**src/rtl/viterbi_pkg.sv**
```systemverilog
// viterbi_pkg
// Shared helpers for the Viterbi decoder blocks (branch metric, ACS and
// survivor memory). Derives the state count and state width from the
// constraint length and defines the trellis predecessor function.
//
// Trellis convention: next state = {u, s[SW-1:1]}, so the input bit that
// led into state s is s[SW-1]. The two predecessors of s are
// {s[SW-2:0], 0} and {s[SW-2:0], 1}.
package viterbi_pkg;

    // Number of trellis states for constraint length k.
    function automatic int num_states(input int k);
        return 1 << (k - 1);
    endfunction

    // Width of a state index for constraint length k.
    function automatic int state_bits(input int k);
        return k - 1;
    endfunction

    // Predecessor of state s when the ACS decision for s is d.
    // The predecessor is {s[sw-2:0], d}.
    function automatic int pred_state(input int s, input logic d, input int sw);
        return ((s << 1) | int'(d)) & ((1 << sw) - 1);
    endfunction

endpackage

```
**src/rtl/min_metric_select.sv**
```systemverilog
// min_metric_select
// Combinational argmin tree over NUM_STATES unsigned path metrics. The
// tree has log2(NUM_STATES) levels. Where two metrics are equal, the lower
// state index wins.
//
// Ports:
//   pm        in   NUM_STATES*PM_W  packed metrics, state s at [s*PM_W +: PM_W]
//   best_idx  out  log2(NUM_STATES) index of the smallest metric
//   best_val  out  PM_W             value of the smallest metric
module min_metric_select #(
    parameter  int NUM_STATES = 4,
    parameter  int PM_W       = 2,
    localparam int IDX_W      = $clog2(NUM_STATES)
) (
    input  logic [NUM_STATES*PM_W-1:0] pm,
    output logic [IDX_W-1:0]           best_idx,
    output logic [PM_W-1:0]            best_val
);

    // Level 0 holds the raw metrics. Each higher level halves the candidate
    // count. Within every pair, the even (left) node always covers lower
    // state indices than the odd (right) node. The right node therefore
    // only wins when its metric is strictly smaller, which gives the
    // lowest-index tie-break.
    for (genvar lv = 0; lv <= IDX_W; lv++) begin : g_lvl
        localparam int CNT = NUM_STATES >> lv;

        logic [PM_W-1:0]  val [CNT];
        logic [IDX_W-1:0] idx [CNT];

        if (lv == 0) begin : g_leaf
            for (genvar n = 0; n < CNT; n++) begin : g_node
                assign val[n] = pm[n*PM_W +: PM_W];
                assign idx[n] = IDX_W'(n);
            end
        end else begin : g_merge
            for (genvar n = 0; n < CNT; n++) begin : g_node
                logic take_right;
                assign take_right = g_lvl[lv-1].val[2*n+1] < g_lvl[lv-1].val[2*n];
                assign val[n] = take_right ? g_lvl[lv-1].val[2*n+1] : g_lvl[lv-1].val[2*n];
                assign idx[n] = take_right ? g_lvl[lv-1].idx[2*n+1] : g_lvl[lv-1].idx[2*n];
            end
        end
    end

    assign best_idx = g_lvl[IDX_W].idx[0];
    assign best_val = g_lvl[IDX_W].val[0];

endmodule

```
**src/rtl/survivor_register_exchange.sv**
```systemverilog
// survivor_register_exchange
// Register-exchange survivor-path memory for the Viterbi decoder. Each
// accepted trellis step does three things:
//   - It extends every state's survivor with that state's input bit.
//   - It picks the minimum-metric state.
//   - Once TB_DEPTH steps of the current frame have been seen, it emits
//     the oldest survivor bit of that state as the decoded bit.
//
// Ports:
//   i_clk         in   1                 clock, rising edge
//   i_rst         in   1                 asynchronous active-high reset
//   i_valid       in   1                 a trellis step is present
//   i_start       in   1                 first step of a new frame (qualified by i_valid)
//   i_dec         in   NUM_STATES        ACS decision per state (LSB of chosen predecessor)
//   i_pm          in   NUM_STATES*PM_W   path metric per state after this step
//   o_valid       out  1                 o_bit valid, one-cycle pulse
//   o_bit         out  1                 decoded bit
//   o_best_state  out  SW                argmin state used for o_bit
module survivor_register_exchange
    import viterbi_pkg::*;
#(
    parameter  int K          = 3,
    parameter  int PM_W       = 2,
    parameter  int TB_DEPTH   = 16,
    localparam int NUM_STATES = num_states(K),
    localparam int SW         = state_bits(K)
) (
    input  logic                       i_clk,
    input  logic                       i_rst,
    input  logic                       i_valid,
    input  logic                       i_start,
    input  logic [NUM_STATES-1:0]      i_dec,
    input  logic [NUM_STATES*PM_W-1:0] i_pm,
    output logic                       o_valid,
    output logic                       o_bit,
    output logic [SW-1:0]              o_best_state
);

    localparam int                FILL_W    = $clog2(TB_DEPTH + 1);
    localparam logic [FILL_W-1:0] FILL_ONE  = FILL_W'(1);
    localparam logic [FILL_W-1:0] FILL_FULL = FILL_W'(TB_DEPTH);

    logic [FILL_W-1:0]     fill;
    logic [FILL_W-1:0]     fill_n;
    logic [NUM_STATES-1:0] oldest;
    logic [SW-1:0]         best;
    logic [PM_W-1:0]       best_metric;

    // Per-state survivor storage. Each register keeps only the newest
    // TB_DEPTH-1 bits. The oldest bit of the full TB_DEPTH-bit survivor
    // drops out on the next shift, so it only ever matters as the output
    // candidate. That bit comes straight from the freshly computed
    // survivor instead of being stored.
    for (genvar s = 0; s < NUM_STATES; s++) begin : g_state
        localparam logic [SW-1:0] ST = SW'(s);
        localparam logic [SW-1:0] P0 = SW'(pred_state(s, 1'b0, SW));
        localparam logic [SW-1:0] P1 = SW'(pred_state(s, 1'b1, SW));

        logic [TB_DEPTH-2:0] surv;
        logic [TB_DEPTH-2:0] prev;
        logic [TB_DEPTH-1:0] surv_n;

        // Select the chosen predecessor's history. The first step of a
        // frame starts from an empty history, so the previous frame
        // leaves nothing behind.
        assign prev   = i_start ? '0 : (i_dec[s] ? g_state[P1].surv : g_state[P0].surv);
        assign surv_n = {prev, ST[SW-1]};
        assign oldest[s] = surv_n[TB_DEPTH-1];

        // Survivors advance only on accepted steps. All states read the
        // old values of their predecessors, so the exchange is simultaneous.
        always_ff @(posedge i_clk or posedge i_rst) begin
            if (i_rst) begin
                surv <= '0;
            end else if (i_valid) begin
                surv <= surv_n[TB_DEPTH-2:0];
            end
        end
    end

    min_metric_select #(
        .NUM_STATES(NUM_STATES),
        .PM_W      (PM_W)
    ) u_min_select (
        .pm      (i_pm),
        .best_idx(best),
        .best_val(best_metric)
    );

    // Next fill count. It restarts at 1 on a frame start (that step is the
    // frame's first) and otherwise counts up, saturating at TB_DEPTH.
    always_comb begin
        fill_n = fill;
        if (i_start) begin
            fill_n = FILL_ONE;
        end else if (fill != FILL_FULL) begin
            fill_n = fill + FILL_ONE;
        end
    end

    // Fill counter and output registers. o_valid is a single-cycle pulse
    // per accepted step once the pipeline is full. o_bit and o_best_state
    // hold their values through idle cycles.
    always_ff @(posedge i_clk or posedge i_rst) begin
        if (i_rst) begin
            fill         <= '0;
            o_valid      <= 1'b0;
            o_bit        <= 1'b0;
            o_best_state <= '0;
        end else begin
            o_valid <= 1'b0;
            if (i_valid) begin
                fill         <= fill_n;
                o_valid      <= (fill_n == FILL_FULL);
                o_bit        <= oldest[best];
                o_best_state <= best;
            end
        end
    end

endmodule

```
**config.mk**
```make
export PLATFORM = sky130hd
export DESIGN_NAME = survivor_register_exchange
export DESIGN_NICKNAME = d
export VERILOG_FILES = /design/src/rtl/viterbi_pkg.sv /design/src/rtl/min_metric_select.sv /design/src/rtl/survivor_register_exchange.sv
export SDC_FILE = /design/constraint.sdc
export NUM_CORES = 1
export LEC_CHECK = 0
export CAP_MARGIN = 10
export CELL_PAD_IN_SITES_DETAIL_PLACEMENT = 0
export CELL_PAD_IN_SITES_GLOBAL_PLACEMENT = 2
export CORE_AREA = 2 2 68 135
export DETAILED_ROUTE_END_ITERATION = 8
export DIE_AREA = 0 0 70 137
export PLACE_DENSITY = 0.82
export SYNTH_ARGS = -nofsm -noshare
export SYNTH_HDL_FRONTEND = slang
export SYNTH_SLANG_ARGS = --single-unit
```
**constraint.sdc**
```tcl
create_clock -name i_clk -period 2.46 [get_ports i_clk]
set_input_delay 0.246 -clock i_clk [delete_from_list [all_inputs] [get_ports i_clk]]
set_output_delay 0.246 -clock i_clk [all_outputs]
set_load 0.01 [all_outputs]
```
; ---- After elaboration in Yosys (flattened, before gate mapping)
; Index checks and enable logic that the tools add are counted.
[op_classes]
muxes = 18
n_lt_le_gt_ge = 4
add_sub_neg = 1
eq_ne = 2
[ops]
columns = cell, count
row1 = two-way mux 15 bit, 8
row2 = two-way mux 5 bit, 2
row3 = < comparator 2 bit, 3
row4 = two-way mux 2 bit, 3
row5 = "adder 5 x 1 -> 5 bit, second input constant", 1
row6 = "equality test 5 bit, second input constant", 1
row7 = "inequality test 5 bit, second input constant", 1
row8 = two-way mux 1 bit, 4
row9 = "< comparator 2 x 3 -> 1 bit, second input constant", 1
row10 = binary-select mux 1 bit (select 2 bit), 1
[totals]
in_bits = 16
regBits = 67

; ---- Depth between registers and ports, before layout
[depth]
ltp_word = 6
depth_mapped = 7
depth_no_buf = 7

; ---- Modules after synthesis
; From an unflattened synthesis, not the netlist that was laid out.
[hier_totals]
hier_cells = 275
area_unflattened_um2 = 3235.6
[by_module_without_submodules]
columns = mod, seq_area_each_um2, area_per_inst_um2, instances, cells_per_inst
row1 = survivor_register_exchange, 1601.5, 3045.4, 1, 249
row2 = min_metric_select, 0.0, 190.2, 1, 26

; ---- Worst setup path before layout
; OpenSTA, ideal clock, no wires.
[synth_timing]
path_kind = input to register
startpoint = input i_pm[5]
endpoint = register o_bit
t_arrival_ps = 1364
stages = 6
n_path_buf = 0
slack_ps = 1014
setup_time_ps = 82
cell_sequence = ha_1 > ha_1 > nor2_1 > a31oi_1 > a2111o_1 > a31oi_1
[synth_via]
elab_chain_len = 6
elab_cells_between_ends = 7
cone_classes = order compare: 2 / mux: 5
[synth_rtl]
columns = item, line
row1 = start: declaration, survivor_register_exchange.sv:33  ; input logic [NUM_STATES*PM_W-1:0] i_pm,
row2 = < comparator 2 bit, min_metric_select.sv:39  ; assign take_right = g_lvl[lv-1].val[2*n+1] < g_lvl[lv-1].val[2*n];
row3 = two-way mux 2 bit, min_metric_select.sv:40  ; assign val[n] = take_right ? g_lvl[lv-1].val[2*n+1] : g_lvl[lv-1].val[2*n];
row4 = < comparator 2 bit, min_metric_select.sv:39
row5 = two-way mux 2 bit *, min_metric_select.sv:41  ; assign idx[n] = take_right ? g_lvl[lv-1].idx[2*n+1] : g_lvl[lv-1].idx[2*n];
row6 = binary-select mux 1 bit (select 2 bit) *, survivor_register_exchange.sv:115  ; o_bit <= oldest[best];
row7 = two-way mux 1 bit (not written as such) *, survivor_register_exchange.sv:115
row8 = end signal: assignment, survivor_register_exchange.sv:115
row9 = end: declaration, survivor_register_exchange.sv:35  ; output logic o_bit,
; Mark *: on every way between the ends. The rest lies on a longest branch, timed or not. The select of a mux whose other input is x is not followed.
; A chain may end at the register's enable or synchronous reset.

; ---- Worst setup path in the final report
; Same ends and word-level chain as after synthesis.

==> run metrics <==
synth top area cells=dfrtp_1, mux2i_1, o22ai_1, inv_1, ha_1; period utilization=0.719; clk root buf=clkbuf_16; Slew Viols, Final=0; measured slew at the worst slew-check pin=526 ps; FF-to-FF Start=fill[0]; Yosys reg bits=64; Syn Std Cell Area=3190 µm²; Area after DPL=3500 µm²; number of flops mapped to enable cells by yosys=0; area share of the largest cell type after synthesis=0.502; Hold Vio Cnt, Final=0; Synth async-reset ratio=1.00; Synth cell types=28; nature of the critical path endpoint=register; CTS resizes=0; HPWL after detailed placement=4780 µm; PD cells=724 nW/µm²; GRT overflow=0; dpl cells=425; Core Region=8530 µm²; worst-path maximum fanout=4; die area=9590 µm²; CTS tree=done; clk_lat worst skew=330 ps; Initial Util=0.374; critical path type=primary input to register; pin count of the biggest net entering global routing=49; min cycle time layout=1770 ps; critical path required time=2710 ps; crit path launch type=primary input; first-pass GRT wire length=11800 µm; CTS Buffer Depth=2; ratio of cells with drive above 1 in the final layout=0.0821; RSZ-0062 raised after global routing=false; min-delay worst type=primary input to async pin; die height=137 µm; # IOs=20; worst reg2reg path depth=6; Rel. slew slack=0.644; vias in the first global route=2405; hold_ws=230 ps; vias per cell=5.24; Die W=70 µm; Mean Syn Cell Area=10.0 µm²; final core area utilization=0.448; Max Cap Violations=0; leak pwr=1.67 nW; Antenna Violating Nets Remaining=0; Tot GR Track Use=0.161; maximum VDD drop=346 µV; RePlAce Congestion=0.754; initial DRC count=108; port bufs=19; Met3 Routed Length=253 µm; Routed WL=7110 µm; Final #Nets=359; Max Clock Skew=6.34 ps; DRT met1 WL=2860 µm; syn nets=342; r2r endpoint=o_valid; hold bufs inserted after CTS=0; CP arrival=2010 ps; H-tree levels=3; WL met2=3830 µm; DRT Pass-1 Iters=4; post-route cell area=3820 µm²; uppermost layer routed=met4; status=finished, final reports clean; initial antenna violation count=0; Mapped Cells=319; register area share after synthesis=0.502; via count=2312; final setup vio count=0; maximum clock rate=0.566 GHz; antenna cells=0; Synth Warn #=0; Post-CTS Setup Inserts=0; TritonCTS Buffers=9; commonest non-fill, non-tap cell in the layout=dfrtp_1; final cell count without fillers=441; Yosys top cell by area=dfrtp_1; drt drc=0; Primary FF master, synth=dfrtp_1; most frequent cells in the layout=dfrtp_1, inv_1, o22ai_1; CTS sink cnt=64; std cell rows=48; FF-to-FF setup slack=910 ps; final setup TNS=0 ps; Clock transition at path regs=60 ps; routed len/inst=16.1 µm; Synth-to-Final Area Change=19.7%
==> how the worst max path moves through the flow <==
stage	slack, ps	cells after the start	endpoint	startpoint
finish	690	8	o_bit	i_pm[5]
global route	570	8	o_bit	i_pm[5]
global placement	370	8	o_best_state[0]	i_pm[5]
detailed placement	330	8	o_best_state[0]	i_pm[5]
CTS	670	8	o_bit	i_pm[5]
floorplan	620	1	fill[0]	i_rst
==> cell usage after synthesis (2+ instances only) <==
cell type and n:
inv_1 61, nor2_1 8, o21ai_0 5, xnor2_1 2, mux2i_1 52, nand2_1 9
o21ai_1 6, clkbuf_1 11, a21oi_1 4, ha_1 7, nor3_1 4, nand3_1 3
dfrtp_1 64, nand2b_1 5, o22ai_1 54, buf_2 10, a31oi_1 3
==> logic make-up (layout without fill, tap and decap cells) <==
| group | count (synthesis) | count (layout) | share of synthesized area |
|---|---|---|---|
| adders and majority gates | 7 | 7 | 0.0274 |
| buffers and inverters | 83 | 105 | 0.101 |
| DFF | 64 | 64 | 0.502 |
| and+or+nand+nor | 35 | 35 | 0.0549 |
| AOI/OAI and AO/OA | 76 | 76 | 0.146 |
| muxes | 52 | 52 | 0.163 |
| xor gates and xnor gates | 2 | 2 | 0.00549 |
==> cell type report <==
cell class	instances	area, µm²
clock buffer	9	225
timing repair buffer	28	278
sequential	64	1600
multi-input combinational	172	1270
tap	100	125
clock inverter	7	96.3
inverter	61	229
fill	834	4710
==> where the power goes <==
| group | leakage (nW) | total, mW | internal (mW) | switching (mW) |
|---|---|---|---|---|
| combinational | 0.646 | 0.288 | 0.127 | 0.161 |
| clock | 0.148 | 1.36 | 0.885 | 0.473 |
| sequential | 0.872 | 1.12 | 1.09 | 0.0338 |
==> layer usage <==
metal  global-route usage  vias to the layer above
met5                    0                        -
met4               0.0812                        0
met3               0.0405                       13
met2                0.290                       35
met1                0.172                     1135
li1                     -                     1129
==> state kept, by name, summed over array words and instances (netlist names) <==
signal and flops:
g_state.surv 55, fill 5, o_bit 1, o_best_state 2
o_valid 1
==> worst max-delay path, stage by stage <==
cell,delay [ps]
clkdlybuf4s50_1,480
inv_1,50
ha_1,300
nor2_1,50
o22ai_1,150
a31oi_1,190
a2111o_1,380
a31oi_1,170
==> stage by stage <==
step           setup WS, ps  total power, mW
3_3_place_gp            372             1.43
6_report                692             2.77
5_1_grt                 566             2.88
3_5_place_dp            331             1.43
2_1_floorplan           616             1.33
4_1_cts                 668             2.81
Power figures use the tool's default switching activity.
